--- config.mk ---
export PLATFORM = sky130hd
export DESIGN_NAME = imem_loader
export DESIGN_NICKNAME = d
export VERILOG_FILES = /design/src/rtl/imem_loader.sv
export SDC_FILE = /design/constraint.sdc
export NUM_CORES = 1
export LEC_CHECK = 0
export ABC_AREA = 1
export CORE_MARGIN = 2
export CORE_UTILIZATION = 35
export DETAILED_ROUTE_END_ITERATION = 7
export SYNTH_ARGS = -nofsm -noshare
export SYNTH_HDL_FRONTEND = slang
export SYNTH_SLANG_ARGS = --single-unit
--- constraint.sdc ---
create_clock -name clk -period 3.6 [get_ports clk]
set_input_delay 0.36 -clock clk [delete_from_list [all_inputs] [get_ports clk]]
set_output_delay 0.36 -clock clk [all_outputs]
set_load 0.03 [all_outputs]
--- src/rtl/imem_loader.sv ---
// Length-prefixed byte-stream loader that fills the instruction memory and holds the CPU until a clean load.
// Optional feature: define IMEM_LOADER_CHECKSUM_EN to add a trailing XOR checksum byte (CHK state).
module imem_loader #(
  parameter int unsigned ADDR_W = 8
) (
  input  logic              clk,
  input  logic              rst,
  input  logic              start,
  input  logic              in_valid,
  input  logic [7:0]        in_data,
  output logic              in_ready,
  output logic              wr_en,
  output logic [ADDR_W-1:0] wr_addr,
  output logic [31:0]       wr_data,
  output logic              cpu_hold,
  output logic              busy,
  output logic              done,
  output logic              err
);

  localparam int unsigned CNT_W = 16;
  localparam int unsigned DEPTH = 32'd1 << ADDR_W;

  typedef enum logic [2:0] {
    S_IDLE   = 3'd0,
    S_LEN_LO = 3'd1,
    S_LEN_HI = 3'd2,
    S_DATA   = 3'd3,
    S_CHK    = 3'd4,
    S_FIN    = 3'd5
  } state_t;

`ifdef IMEM_LOADER_CHECKSUM_EN
  localparam state_t S_TAIL = S_CHK;
`else
  localparam state_t S_TAIL = S_FIN;
`endif

  state_t state, next_state;

  logic [CNT_W-1:0]  len_q, len_d;
  logic [CNT_W-1:0]  word_idx_q, word_idx_d;
  logic [1:0]        byte_cnt_q, byte_cnt_d;
  logic [23:0]       word_buf_q, word_buf_d;
  logic              ovf_q, ovf_d;
  logic              wr_en_d;
  logic [ADDR_W-1:0] wr_addr_d;
  logic [31:0]       wr_data_d;
  logic              cpu_hold_d, busy_d, done_d, err_d, in_ready_d;
`ifdef IMEM_LOADER_CHECKSUM_EN
  logic [7:0]        chk_q, chk_d;
  logic              chk_err_q, chk_err_d;
`endif

  logic accept;
  logic last_byte;
  logic in_range;
  logic load_err;

  assign accept    = in_valid && in_ready;
  assign last_byte = (byte_cnt_q == 2'd3) && (word_idx_q == len_q - CNT_W'(1));
  assign in_range  = 32'(word_idx_q) < DEPTH;
`ifdef IMEM_LOADER_CHECKSUM_EN
  assign load_err  = ovf_q || chk_err_q;
`else
  assign load_err  = ovf_q;
`endif

  // State register
  always_ff @(posedge clk or posedge rst) begin
    if (rst) state <= S_IDLE;
    else     state <= next_state;
  end

  // Next-state logic
  always_comb begin
    next_state = state;
    case (state)
      S_IDLE:   if (start)  next_state = S_LEN_LO;
      S_LEN_LO: if (accept) next_state = S_LEN_HI;
      S_LEN_HI: if (accept) next_state = ({in_data, len_q[7:0]} == 16'd0) ? S_TAIL : S_DATA;
      S_DATA:   if (accept && last_byte) next_state = S_TAIL;
      S_CHK:    if (accept) next_state = S_FIN;
      S_FIN:    next_state = S_IDLE;
      default:  next_state = S_IDLE;
    endcase
  end

  // Output / datapath next values; every output is registered from these
  always_comb begin
    len_d      = len_q;
    word_idx_d = word_idx_q;
    byte_cnt_d = byte_cnt_q;
    word_buf_d = word_buf_q;
    ovf_d      = ovf_q;
    wr_en_d    = 1'b0;
    wr_addr_d  = wr_addr;
    wr_data_d  = wr_data;
    cpu_hold_d = cpu_hold;
    done_d     = done;
    err_d      = err;
`ifdef IMEM_LOADER_CHECKSUM_EN
    chk_d      = chk_q;
    chk_err_d  = chk_err_q;
`endif
    busy_d     = (next_state != S_IDLE);
    in_ready_d = (next_state == S_LEN_LO) || (next_state == S_LEN_HI) ||
                 (next_state == S_DATA)   || (next_state == S_CHK);

    case (state)
      S_IDLE: begin
        if (start) begin
          done_d     = 1'b0;
          err_d      = 1'b0;
          ovf_d      = 1'b0;
          word_idx_d = '0;
          byte_cnt_d = '0;
          cpu_hold_d = 1'b1;
`ifdef IMEM_LOADER_CHECKSUM_EN
          chk_d      = '0;
          chk_err_d  = 1'b0;
`endif
        end
      end
      S_LEN_LO: if (accept) len_d[7:0]  = in_data;
      S_LEN_HI: if (accept) len_d[15:8] = in_data;
      S_DATA: begin
        if (accept) begin
`ifdef IMEM_LOADER_CHECKSUM_EN
          chk_d = chk_q ^ in_data;
`endif
          byte_cnt_d = byte_cnt_q + 2'd1;
          case (byte_cnt_q)
            2'd0: word_buf_d[7:0]   = in_data;
            2'd1: word_buf_d[15:8]  = in_data;
            2'd2: word_buf_d[23:16] = in_data;
            default: begin
              // Words past the memory depth are consumed but never written
              if (in_range) begin
                wr_en_d   = 1'b1;
                wr_addr_d = ADDR_W'(word_idx_q);
                wr_data_d = {in_data, word_buf_q};
              end else begin
                ovf_d = 1'b1;
              end
              word_idx_d = word_idx_q + CNT_W'(1);
            end
          endcase
        end
      end
      S_CHK: begin
`ifdef IMEM_LOADER_CHECKSUM_EN
        if (accept && (in_data != chk_q)) chk_err_d = 1'b1;
`endif
      end
      S_FIN: begin
        if (load_err) begin
          err_d = 1'b1;
        end else begin
          done_d     = 1'b1;
          cpu_hold_d = 1'b0;
        end
      end
      default: ;
    endcase
  end

  // Datapath and output registers
  always_ff @(posedge clk or posedge rst) begin
    if (rst) begin
      len_q      <= '0;
      word_idx_q <= '0;
      byte_cnt_q <= '0;
      word_buf_q <= '0;
      ovf_q      <= 1'b0;
      wr_en      <= 1'b0;
      wr_addr    <= '0;
      wr_data    <= '0;
      cpu_hold   <= 1'b1;
      busy       <= 1'b0;
      done       <= 1'b0;
      err        <= 1'b0;
      in_ready   <= 1'b0;
`ifdef IMEM_LOADER_CHECKSUM_EN
      chk_q      <= '0;
      chk_err_q  <= 1'b0;
`endif
    end else begin
      len_q      <= len_d;
      word_idx_q <= word_idx_d;
      byte_cnt_q <= byte_cnt_d;
      word_buf_q <= word_buf_d;
      ovf_q      <= ovf_d;
      wr_en      <= wr_en_d;
      wr_addr    <= wr_addr_d;
      wr_data    <= wr_data_d;
      cpu_hold   <= cpu_hold_d;
      busy       <= busy_d;
      done       <= done_d;
      err        <= err_d;
      in_ready   <= in_ready_d;
`ifdef IMEM_LOADER_CHECKSUM_EN
      chk_q      <= chk_d;
      chk_err_q  <= chk_err_d;
`endif
    end
  end

endmodule
; After elaboration in Yosys (flattened, before gate mapping)
; Cells that the tools add are included.
; W data, S select, Z words.
[totals]
regBits = 108
in_bits = 12
out_inout_bits = 46
elab_cells = 95
[classes]
n_addsub = 3
magnitude_cmp = 1
n_eq_ne = 19
n_mux = 30
n_bitwise = 1
reduce_logical = 24
[ops]
columns = cell, count
row1 = $mux W16, 3
row2 = $pmux W16 S2, 1
row3 = $mux W3, 6
row4 = $reduce_and A3 Y1, 6
row5 = $add A16 B1 Y16 const B, 1
row6 = $eq A16 B16 Y1, 1
row7 = $logic_not A16 Y1, 1
row8 = $lt A16 B9 Y1 const B, 1
row9 = $sub A16 B1 Y16 const B, 1
row10 = $pmux W3 S5, 1
row11 = $eq A3 B2 Y1 const B, 4
row12 = $mux W1, 12
row13 = $ne A2 B2 Y1 const B, 6
row14 = $eq A3 B3 Y1 const B, 3
row15 = $pmux W1 S2, 4
row16 = $reduce_and A4 Y1, 2
row17 = $eq A3 B1 Y1 const B, 2
row18 = $reduce_and A5 Y1, 1
row19 = $eq A2 B2 Y1 const B, 2
row20 = $mux W2, 2
row21 = $pmux W2 S2, 1
row22 = $reduce_and A2 Y1, 2
row23 = $reduce_bool A2 Y1, 2
row24 = $logic_and A1 B1 Y1, 3
row25 = 8 further kinds, 10

; Depth between registers and ports, before layout
; Gate-level depths: netlist (run 1).
[depth]
ltp_word = 10
mapped_depth = 18

; Worst setup path before layout (run 1)
; Ideal clock, no wire load.
[synth_timing]
path_kind = register to register
from = register len_q[0]
to = register in_ready
arrival_time_ns = 1.748
required_time_ns = 3.480
setup_slack_ns = 1.732
stages_incl_launch_ff = 16
n_path_buf = 0
synth_period_minus_slack_ns = 1.868
cell_sequence = dfrtp_1 inv_1 ha_1 nand2_1 nor2_4 nand2_1 nand2_1 nand2_1 nor2_1 nand3_1 nor2_1 nand2_1 nand2_1 nand3_1 nor2_1 nor2_1
[synth_between]
elab_chain_cells = 10
[synth_rtl]
columns = element, line_no
row1 = "start, declared", 41  ; logic [CNT_W-1:0] len_q, len_d;
row2 = "start signal, assigned", 189  ; len_q <= len_d;
row3 = $sub A16 B1 Y16, 61  ; assign last_byte = (byte_cnt_q == 2'd3) && (word_idx_q == len_q - CNT_W'(1));
row4 = $eq A16 B16 Y1, 61
row5 = $logic_and A1 B1 Y1, 61
row6 = $logic_and A1 B1 Y1, 82  ; S_DATA: if (accept && last_byte) next_state = S_TAIL;
row7 = $mux W3, 82
row8 = $pmux W3 S5 *, 78  ; case (state)
row9 = $eq A3 B1 Y1 or $eq A3 B2 Y1 (tied branches), 107  ; in_ready_d = (next_state == S_LEN_LO) || (next_state == S_LEN_HI) ||
row10 = $logic_or A1 B1 Y1 (2 in a row), 107
row11 = $logic_or A1 B1 Y1 *, 108  ; (next_state == S_DATA) || (next_state == S_CHK);
row12 = via in_ready_d, 49  ; logic cpu_hold_d, busy_d, done_d, err_d, in_ready_d;
row13 = "end signal, assigned", 201  ; in_ready <= in_ready_d;
row14 = "end, declared", 11  ; output logic in_ready,
; The timed path passes the listed nets; every way through them passes the cells marked *.
; A chain may end at the register's enable or synchronous reset.

; Final worst setup path (run 1)
[layout_timing]
from = register word_idx_q[12]
to = register wr_data[31]
[layout_between]
elab_chain_cells = 2
[layout_rtl]
columns = element, line_no
row1 = "start, declared", 42  ; logic [CNT_W-1:0] word_idx_q, word_idx_d;
row2 = "start signal, assigned", 190  ; word_idx_q <= word_idx_d;
row3 = $lt A16 B9 Y1, 62  ; assign in_range = 32'(word_idx_q) < DEPTH;
row4 = $reduce_and A4 Y1 (no source line), --
row5 = "end signal, assigned", 196  ; wr_data <= wr_data_d;
row6 = "end, declared", 14  ; output logic [31:0] wr_data,
; No other way between the ends.

==> flow_metrics.py, run 1 <==
metrics = {
    "layout": {
        "final_cell_count_no_fill": 865,
        "final_nets": 699,
        "drive_gt1_share_pct": 5.40,
        "seq_area_mm2": 0.00270,
        "nFillCells": 1380,
        "syn_to_final_growth_pct": 20.4,
        "n_antenna_cell": 0,
        "multi_input_area_mm2": 0.00202,
    },
    "logic_synthesis": {
        "ys_types": 33,
        "synth_top_area_share_pct": 52.9,
        "netlist_area_mm2": 0.00506,
        "synth_nets": 642,
        "async_reset_ff_share_pct": 100,
        "ys_top_cells_by_count": "nand2_1 (232), dfrtp_1 (107), inv_1 (63)",
        "yosysMostFrequentCell": "nand2_1",
        "yosys-top-cells-area": "dfrtp_1 (53%), nand2_1 (17%), o21ai_0 (5.5%), inv_1 (4.7%), nor2_1 (3.1%)",
        "synth_ff_type": "dfrtp_1",
        "ys_seq_area_share_pct": 53.4,
        "synth-seq-cells": 108,
        "synthCells": 623,
        "yosys_warnings": 0,
        "yosys.area.top_type": "dfrtp_1",
        "syn_avg_cell_area_um2": 8.13,
        "synth_edf_count": 0,
    },
    "routing": {
        "wl_met2_mm": 5.55,
        "routed_wl_mm": 11.8,
        "first_iter_violations": 257,
        "wl_met3_um": 586,
        "avgRoutedWirePerCell_um": 13.7,
        "wl_met1_mm": 5.41,
        "num_vias": 4112,
        "ant_nets": 0,
        "top_layer_used": "met4",
        "route.detailed.drc": 0,
        "via_per_inst": 4.75,
        "firstDrtPassIters": 5,
    },
    "worst_setup_path": {
        "worstSetupEndpointType": "flip-flop",
        "worst-path-buf-inv": 2,
        "worst_setup_path_start_kind": "flip-flop",
        "cpMaxStageDelayCell": "or4_1",
        "crit_arrival_ns": 2.50,
        "crit_fanout": 56,
        "required_ns": 3.80,
        "path_class": "flip-flop to flip-flop",
        "crit_chain": "or4_1 -> nor4_2 -> inv_1 -> nor2_4 -> inv_2 -> nand2_1 -> o21ai_2",
        "critPathMaxStageDelay_ns": 0.58,
        "cp_top_family": "simple AND/OR/NAND/NOR gates",
    },
    "clock_tree": {
        "post_cts_buffers": 0,
        "cts_tree": "yes",
        "cts_root_buffer": "clkbuf_16",
        "holdBufCountCts": 0,
        "cts_sinks": 108,
        "cts.reportedPaths.clkPinSlew_ns": 0.08,
        "numCtsBuffers": 9,
        "cts.repair.resized": 0,
        "clk_latency_ns": 0.35,
        "htree_levels": 3,
        "ctsLongestPathBuffers": 2,
    },
    "run_status": {
        "status": "completed",
    },
    "sta": {
        "worst_pin_slew_ns": 0.989,
        "max_clock_freq_mhz": 435,
        "setup_viol": 0,
        "fin_setup_tns_ns": 0,
        "timing.final.ws_setup_ns": 1.30,
        "slew_violations": 0,
        "skew_ns": 0.00915,
        "period_needed_ns": 2.30,
        "relSlewSlack_pct": 34.0,
        "finalCritPeriodShare_pct": 63.9,
        "hold_viol_final": 0,
        "rsz0062_at_grt": "no",
    },
    "floorplanning": {
        "die_y_um": 124,
        "design.core.area_mm2": 0.0140,
        "boundaryPins": 58,
        "start_util_pct": 36.2,
        "dieArea_mm2": 0.0154,
        "rows": 43,
        "die_x_um": 124,
    },
    "global_routing": {
        "antenna_found_initial": 0,
        "grt_pass1_wl_mm": 20.2,
        "grt_pass1_vias": 4147,
        "grt_remaining_overflow": 0,
        "grt_max_degree": 82,
        "gr-usage-all-layers_pct": 16.1,
    },
    "power_and_ir_drop": {
        "power.density_mw_per_mm2": 870,
        "ir_worst_vdd_mv": 0.273,
        "p_leak_nw": 3.02,
    },
    "placed_design": {
        "place_congestion": 0.867,
        "hpwl_mm": 8.52,
        "dp_cells": 849,
        "dp_slack_ns": 1.17,
        "port_buffers": 57,
    },
    "job": {
        "drv_cap": 0,
    },
    "worst_hold_path": {
        "hold_path_class": "flip-flop to flip-flop",
    },
}
sequential cells by signal, indices dropped and copies added, names as in the netlist:
name,count
busy,1
byte_cnt_q,2
cpu_hold,1
done,1
err,1
in_ready,1
len_q,16
load_err,1
state,3
word_buf_q,24
word_idx_q,16
wr_addr,8
wr_data,32
wr_en,1
worst min-delay path: stages, from the launching register on:
cell     delay [ns]
dfrtp_1        0.35
nand2_1        0.05
nand2_1        0.05
metal layers:
| metal | vias to the layer above | GRT usage (%) |
|---|---|---|
| met3 | 16 | 3.09 |
| met2 | 99 | 26.5 |
| met1 | 1923 | 21.1 |
| li1 | 2074 | - |
| met4 | 0 | 5.75 |
| met5 | - | 0 |
worst paths after layout:
kind | startpoint | endpoint | slack (ns) | depth (start not counted)
setup / recovery | word_idx_q[12] | wr_data[31] | 1.30 | 7
hold / removal | word_buf_q[0] | wr_data[0] | 0.47 | 2
setup reg to reg | word_idx_q[12] | wr_data[31] | 1.30 | 7
hold reg to reg | word_buf_q[0] | wr_data[0] | 0.47 | 2
max in group asynchronous | rst | word_buf_q[17] | 2.21 | 3
min in group asynchronous | rst | word_idx_q[4] | 0.59 | 2
power by group:
group	total, mW	leakage (nW)	internal, mW	switching [mW]
sequential	2.06	1.37	1.69	0.369
combinational	2.26	1.50	0.839	1.42
clock	0.986	0.148	0.507	0.479
cell families after synthesis:
logic type	count (synthesis)	synth area share (%)
simple gates	328	26.7
flops	108	53.4
buf+inv	80	6.72
xor+xnor	13	2.25
compound gates	87	9.19
fa+ha+maj	7	1.73
layout by cell type (no fill, tap or decap), types with 2 or more instances in the layout:
cell type | netlist | routed
nor2_2 | 2 | 2
nor2_1 | 42 | 42
nand3_1 | 20 | 20
buf_4 | 0 | 4
dfrtp_1 | 107 | 107
clkdlybuf4s50_1 | 0 | 57
nand2_1 | 232 | 232
nor2_4 | 2 | 2
o21ai_1 | 10 | 10
nor3_1 | 14 | 14
inv_1 | 63 | 62
a21oi_1 | 12 | 12
o21ai_0 | 56 | 56
inv_6 | 0 | 2
ha_1 | 7 | 7
clkinv_4 | 0 | 2
clkbuf_16 | 0 | 9
xnor2_1 | 6 | 6
nand3b_1 | 4 | 4
xor2_1 | 7 | 7
o21ai_2 | 6 | 6
nand4_1 | 5 | 5
stage by stage:
| step | hold WS (ns) | cell area (µm²) | total power [mW] | utilization, % |
|---|---|---|---|---|
| global route | 0.494 | 6100 | 5.74 | 43.6 |
| floorplan | 0.449 | 5060 | 3.57 | - |
| detailed placement | 0.455 | 5790 | 4.35 | 41.4 |
| finish | 0.472 | 6100 | 5.31 | 43.6 |
| CTS | 0.474 | 6100 | 5.36 | 43.6 |
| global placement | 0.454 | 5790 | 4.29 | 41.4 |
layout make-up:
| cell class | count | area share, % |
|---|---|---|
| Clock buffer | 10 | 3.92 |
| Clock inverter | 6 | 1.03 |
| Inverter | 65 | 4.04 |
| Multi-Input combinational cell | 435 | 33.1 |
| Sequential cell | 108 | 44.4 |
| Tap cell | 180 | 3.69 |
| Timing Repair Buffer | 61 | 9.85 |
No activity file was read; power rests on OpenSTA's default activity.
==> run 2, diff against run 1 <==
- clock period: 3.6 -> 2.4 ns (I/O delays scaled with it)
==> run 2 against run 1 <==
Against the previous run:
- maximum frequency increased by 3.6%
- flip-flop and latch count unchanged
- global-route usage about the same
- via count about the same
- combinational power increased by 53%
- final area increased by 2.4%
- final cell count increased by 1.3%
- hold slack got worse by 0.15 ns
- worst setup slack got worse by 1.1 ns
- clock skew decreased by 0.0047 ns
- critical path type unchanged
- critical endpoint is now in_ready
- largest cell class unchanged
==> flow_metrics.py, run 2 (synthesis results as in run 1) <==
metrics = {
    "run_status": {
        "status": "completed",
    },
    "worst_setup_path": {
        "path_class": "flip-flop to flip-flop",
        "crit_fanout": 6,
        "crit_chain": "inv_1 -> ha_4 -> nand2_1 -> nor2_4 -> inv_1 -> nor3_2 -> inv_1 -> o21ai_0 -> inv_1 -> nand2_1 -> nand2_1 -> nor2_1 -> nor2_1",
        "worst_setup_path_start_kind": "flip-flop",
        "startpoint": "len_q[0]",
        "required_ns": 2.64,
        "crit_arrival_ns": 2.46,
        "cpMaxStageDelayCell": "dfrtp_2",
        "reg2reg_from": "len_q[0]",
        "critPathMaxStageDelay_ns": 0.44,
        "critPathMostFrequentCell": "inv_1",
        "worstSetupEndpointType": "flip-flop",
    },
    "global_routing": {
        "grt_pass1_vias": 4014,
        "grt_remaining_overflow": 0,
        "grt_pass1_wl_mm": 20.1,
        "grt_max_degree": 58,
        "gr-usage-all-layers_pct": 16.1,
        "antenna_found_initial": 0,
    },
    "sta": {
        "setup_viol": 0,
        "skew_ns": 0.00442,
        "max_clock_freq_mhz": 451,
        "slew_violations": 0,
        "fin_setup_tns_ns": 0,
        "finalCritPeriodShare_pct": 92.5,
        "period_needed_ns": 2.22,
        "hold_viol_final": 0,
        "worst_pin_slew_ns": 0.960,
        "relSlewSlack_pct": 36.0,
    },
    "clock_tree": {
        "clk_latency_ns": 0.34,
        "ctsLongestPathBuffers": 2,
        "numCtsBuffers": 9,
        "cts_root_buffer": "clkbuf_16",
        "htree_levels": 3,
        "cts.reportedPaths.clkPinSlew_ns": 0.08,
        "cts_tree": "yes",
        "cts_sinks": 108,
    },
    "placed_design": {
        "dp_cells": 860,
        "port_buffers": 57,
        "place_congestion": 0.912,
        "hpwl_mm": 8.63,
    },
    "routing": {
        "avgRoutedWirePerCell_um": 13.6,
        "wl_met2_mm": 5.60,
        "wl_met1_mm": 5.50,
        "firstDrtPassIters": 4,
        "num_vias": 4111,
        "route.detailed.drc": 0,
        "top_layer_used": "met4",
        "wl_met3_um": 544,
        "ant_nets": 0,
        "routed_wl_mm": 11.9,
        "first_iter_violations": 289,
        "via_per_inst": 4.69,
    },
    "layout": {
        "top_register": "wr_data",
        "final_common_cell": "nand2_1",
        "syn_to_final_growth_pct": 23.3,
        "drive_gt1_share_pct": 7.61,
        "multi_input_area_mm2": 0.00205,
        "final_nets": 710,
        "final_cell_mix": "nand2_1 (232), dfrtp_1 (106), inv_1 (62), clkdlybuf4s50_1 (57), o21ai_0 (56)",
        "final_cell_count_no_fill": 876,
        "seq_area_mm2": 0.00271,
        "n_antenna_cell": 0,
        "top_regs": "wr_data: 32 flops, word_buf_q: 24 flops",
        "largest_reg_flops": 32,
        "nFillCells": 1393,
    },
    "floorplanning": {
        "start_util_pct": 36.2,
        "dieArea_mm2": 0.0154,
        "design.core.area_mm2": 0.0140,
        "rows": 43,
        "die_x_um": 124,
        "die_y_um": 124,
        "boundaryPins": 58,
    },
    "power_and_ir_drop": {
        "power.density_mw_per_mm2": 1300,
        "ir_worst_vdd_mv": 0.557,
        "p_leak_nw": 3.08,
        "power_mw": 8.08,
    },
    "job": {
        "drv_cap": 0,
    },
    "worst_hold_path": {
        "hold_path_class": "input port to asynchronous set/reset pin",
    },
}
==> run 2: final cells by class <==
class                      instances  share of cell area, %
multi-input combinational        435                   32.8
clock buffer                       9                   3.61
sequential                       108                   43.4
tap                              180                   3.61
clock inverter                     7                   1.48
timing repair buffer              72                   11.1
inverter                          65                   3.97
==> run 2: routing by layer <==
metal / vias up / global-route usage [%]
li1: 2099 / -
met1: 1908 / 21.6
met2: 88 / 25.9
met3: 16 / 2.96
met4: 0 / 5.95
met5: - / 0
==> run 2: report_power, final <==
group	leakage (nW)	internal (mW)	switching, mW	total [mW]
clock network	0.155	0.838	0.720	1.56
registers	1.37	2.54	0.537	3.07
logic	1.55	1.31	2.15	3.45
==> run 2: worst paths after layout <==
check | end | slack (ns) | depth (start not counted)
worst min register to register | wr_data[16] | 0.47 | 2
worst min-delay path | wr_addr[4] | 0.33 | 2
worst max register to register | in_ready | 0.18 | 13
worst max-delay path | in_ready | 0.18 | 13
max in group asynchronous | cpu_hold | 1.37 | 3
min in group clk | wr_data[16] | 0.47 | 2
==> run 2: critical path: cells and delay by family (launching register included) <==
family	cells	cell delay [ns]
AO/OA/AOI/OAI	1	0.20
buffers and inverters	4	0.44
flip-flops	1	0.44
AND/OR/NAND/NOR	7	0.86
adder cells (fa/ha/maj)	1	0.18
==> run 2: through the flow <==
step           cell area, µm²  hold WS (ns)  setup slack, ns  utilization (%)
4_1_cts                  6210         0.342          0.00815             44.4
5_1_grt                  6240         0.373          -0.0131             44.6
3_5_place_dp             5890         0.462           0.0436             42.1
2_1_floorplan            5070         0.449            0.532                -
3_3_place_gp             5890         0.455            0.121             42.1
6_report                 6240         0.326            0.181             44.6
==> run 2: timing repair <==
action | in CTS | in global routing
setup endpoints to repair | 0 | 5
buffers inserted | 0 | 0
hold buffers | 0 | 0
gates resized for setup | 0 | 7
==> run 3, diff against run 2 <==
- REMOVE_ABC_BUFFERS: unset -> 1
==> run 3 against run 2 <==
Against the previous run:
- utilization down 0.21 points
- largest power group unchanged
- maximum frequency about the same
- final area down 0.46%
- sequential share of layout area up 0.18 points
- worst setup slack better by 0.0010 ns
- combinational power up 1%
- via count up 1.6%
==> flow_metrics.py, run 3 (synthesis results as in run 1) <==
metrics = {
    "worst_setup_path": {
        "critPathMaxStageDelay_ns": 0.42,
        "crit_arrival_ns": 2.51,
        "path_class": "flip-flop to flip-flop",
        "worstSetupEndpointType": "flip-flop",
        "crit_fanout": 6,
        "crit_chain": "inv_2 -> ha_4 -> nand2_1 -> nor2_4 -> inv_1 -> nor3_1 -> inv_1 -> o21ai_0 -> inv_1 -> a21oi_2 -> nor2_2 -> nor2_1",
        "required_ns": 2.69,
        "worst_setup_path_start_kind": "flip-flop",
        "cpMaxStageDelayCell": "dfrtp_1",
        "critPathMostFrequentCell": "inv_1",
    },
    "layout": {
        "nFillCells": 1393,
        "final_common_cell": "nand2_1",
        "top_register": "wr_data",
        "drive_gt1_share_pct": 7.49,
        "n_antenna_cell": 0,
        "largest_reg_flops": 32,
        "syn_to_final_growth_pct": 22.7,
        "final_nets": 708,
        "final_cell_area_mm2": 0.00621,
        "utilization_pct": 44.4,
        "final_cell_mix": "nand2_1 (232), dfrtp_1 (107), inv_1 (60), clkdlybuf4s50_1 (57), o21ai_0 (56)",
        "top_regs": "wr_data: 32 flops, word_buf_q: 24 flops",
    },
    "clock_tree": {
        "cts.reportedPaths.clkPinSlew_ns": 0.07,
        "htree_levels": 3,
        "holdBufCountCts": 0,
        "cts_sinks": 108,
        "cts_tree": "yes",
        "cts_root_buffer": "clkbuf_16",
        "numCtsBuffers": 9,
        "clk_latency_ns": 0.36,
        "ctsLongestPathBuffers": 2,
    },
    "sta": {
        "finalCritPeriodShare_pct": 92.4,
        "fin_setup_tns_ns": 0,
        "setup_viol": 0,
        "period_needed_ns": 2.22,
        "slew_violations": 0,
        "worst_pin_slew_ns": 0.581,
        "skew_ns": 0.00781,
        "hold_viol_final": 0,
        "rsz0062_at_grt": "no",
        "max_clock_freq_mhz": 451,
        "relSlewSlack_pct": 61.3,
    },
    "placed_design": {
        "hpwl_mm": 8.83,
        "port_buffers": 57,
        "place_area_mm2": 0.00589,
        "place_congestion": 0.876,
    },
    "power_and_ir_drop": {
        "power.density_mw_per_mm2": 1290,
        "p_leak_nw": 3.07,
        "ir_worst_vdd_mv": 0.455,
        "power_mw": 8.02,
    },
    "floorplanning": {
        "dieArea_mm2": 0.0154,
        "start_util_pct": 36.2,
        "die_y_um": 124,
        "rows": 43,
        "boundaryPins": 58,
        "design.core.area_mm2": 0.0140,
        "die_x_um": 124,
    },
    "routing": {
        "first_iter_violations": 251,
        "avgRoutedWirePerCell_um": 13.9,
        "via_per_inst": 4.78,
        "firstDrtPassIters": 5,
        "ant_nets": 0,
        "num_vias": 4176,
        "route.detailed.drc": 0,
        "routed_wl_mm": 12.2,
    },
    "global_routing": {
        "antenna_found_initial": 0,
        "grt_pass1_wl_mm": 20.9,
        "gr-usage-all-layers_pct": 16.9,
        "grt_remaining_overflow": 0,
        "grt_pass1_vias": 4159,
        "grt_max_degree": 57,
    },
    "job": {
        "drv_cap": 0,
    },
    "run_status": {
        "status": "completed",
    },
    "worst_hold_path": {
        "hold_path_class": "input port to asynchronous set/reset pin",
    },
}
-- run 3: cell count changes in the layout (fill, tap and decap cells not counted), moves of 2 or more --
cell      change
buf_4         -3
clkbuf_1      +2
inv_1         -2
inv_4         +2
nor2_1        -4
nor2_2        +3
nor3_1        +2
nor3_2        -3
-- run 3: area by class of cell --
type | instances | area (µm²) | share of cell area, %
multi-input cells | 435 | 2060 | 33.2
inverters | 65 | 249 | 4.01
clock buffers | 12 | 246 | 3.97
clock inverters | 4 | 33.8 | 0.544
flip-flops and latches | 108 | 2700 | 43.5
well taps | 180 | 225 | 3.63
repair buffers | 70 | 693 | 11.2
-- run 3: worst paths after layout --
path | start | to | slack [ns] | cells past startpoint
worst max-delay path | len_q[0] | in_ready | 0.18 | 12
worst min-delay path | rst | wr_data[0] | 0.25 | 2
worst max register to register | len_q[0] | in_ready | 0.18 | 12
worst min register to register | cpu_hold | cpu_hold | 0.47 | 2
max in group asynchronous | rst | cpu_hold | 1.55 | 3
min in group clk | cpu_hold | cpu_hold | 0.47 | 2
-- run 3: what timing repair did --
item,4_1_cts,5_1_grt
endpoints found under the setup margin,0,6
setup buffers,0,0
gates resized for setup,0,14
-- run 3: power by group --
group	internal, mW	total, mW	switching, mW
logic	1.32	3.49	2.18
registers	2.54	3.11	0.573
clock network	0.741	1.42	0.674
-- run 3: critical path: cells and delay by family, from the launching register on --
family / cells / cell delay, ns
AOI/OAI and AO/OA: 2 / 0.37
and+or+nand+nor: 5 / 0.72
adders and majority gates: 1 / 0.17
DFF: 1 / 0.42
buffers and inverters: 4 / 0.46
-- run 3: layer usage --
metal / routed length, µm / vias to the layer above / global-route usage (%) / share of wire [%]
met2: 5790 / 79 / 26.9 / 47
met5: 0 / - / 0 / 0
met4: 282 / 0 / 7.73 / 2.3
met3: 421 / 18 / 2.15 / 3.5
met1: 5700 / 1982 / 22.9 / 47
li1: - / 2097 / - / -
-- run 3: metrics by stage --
stage / setup WS [ns] / std cells / hold WS [ns]
floorplan: -0.684 / 608 / 0.449
global placement: 0.106 / 858 / 0.459
detailed placement: 0.0669 / 858 / 0.460
CTS: 0.0417 / 874 / 0.247
global route: 0.00248 / 874 / 0.276
finish: 0.182 / 874 / 0.245
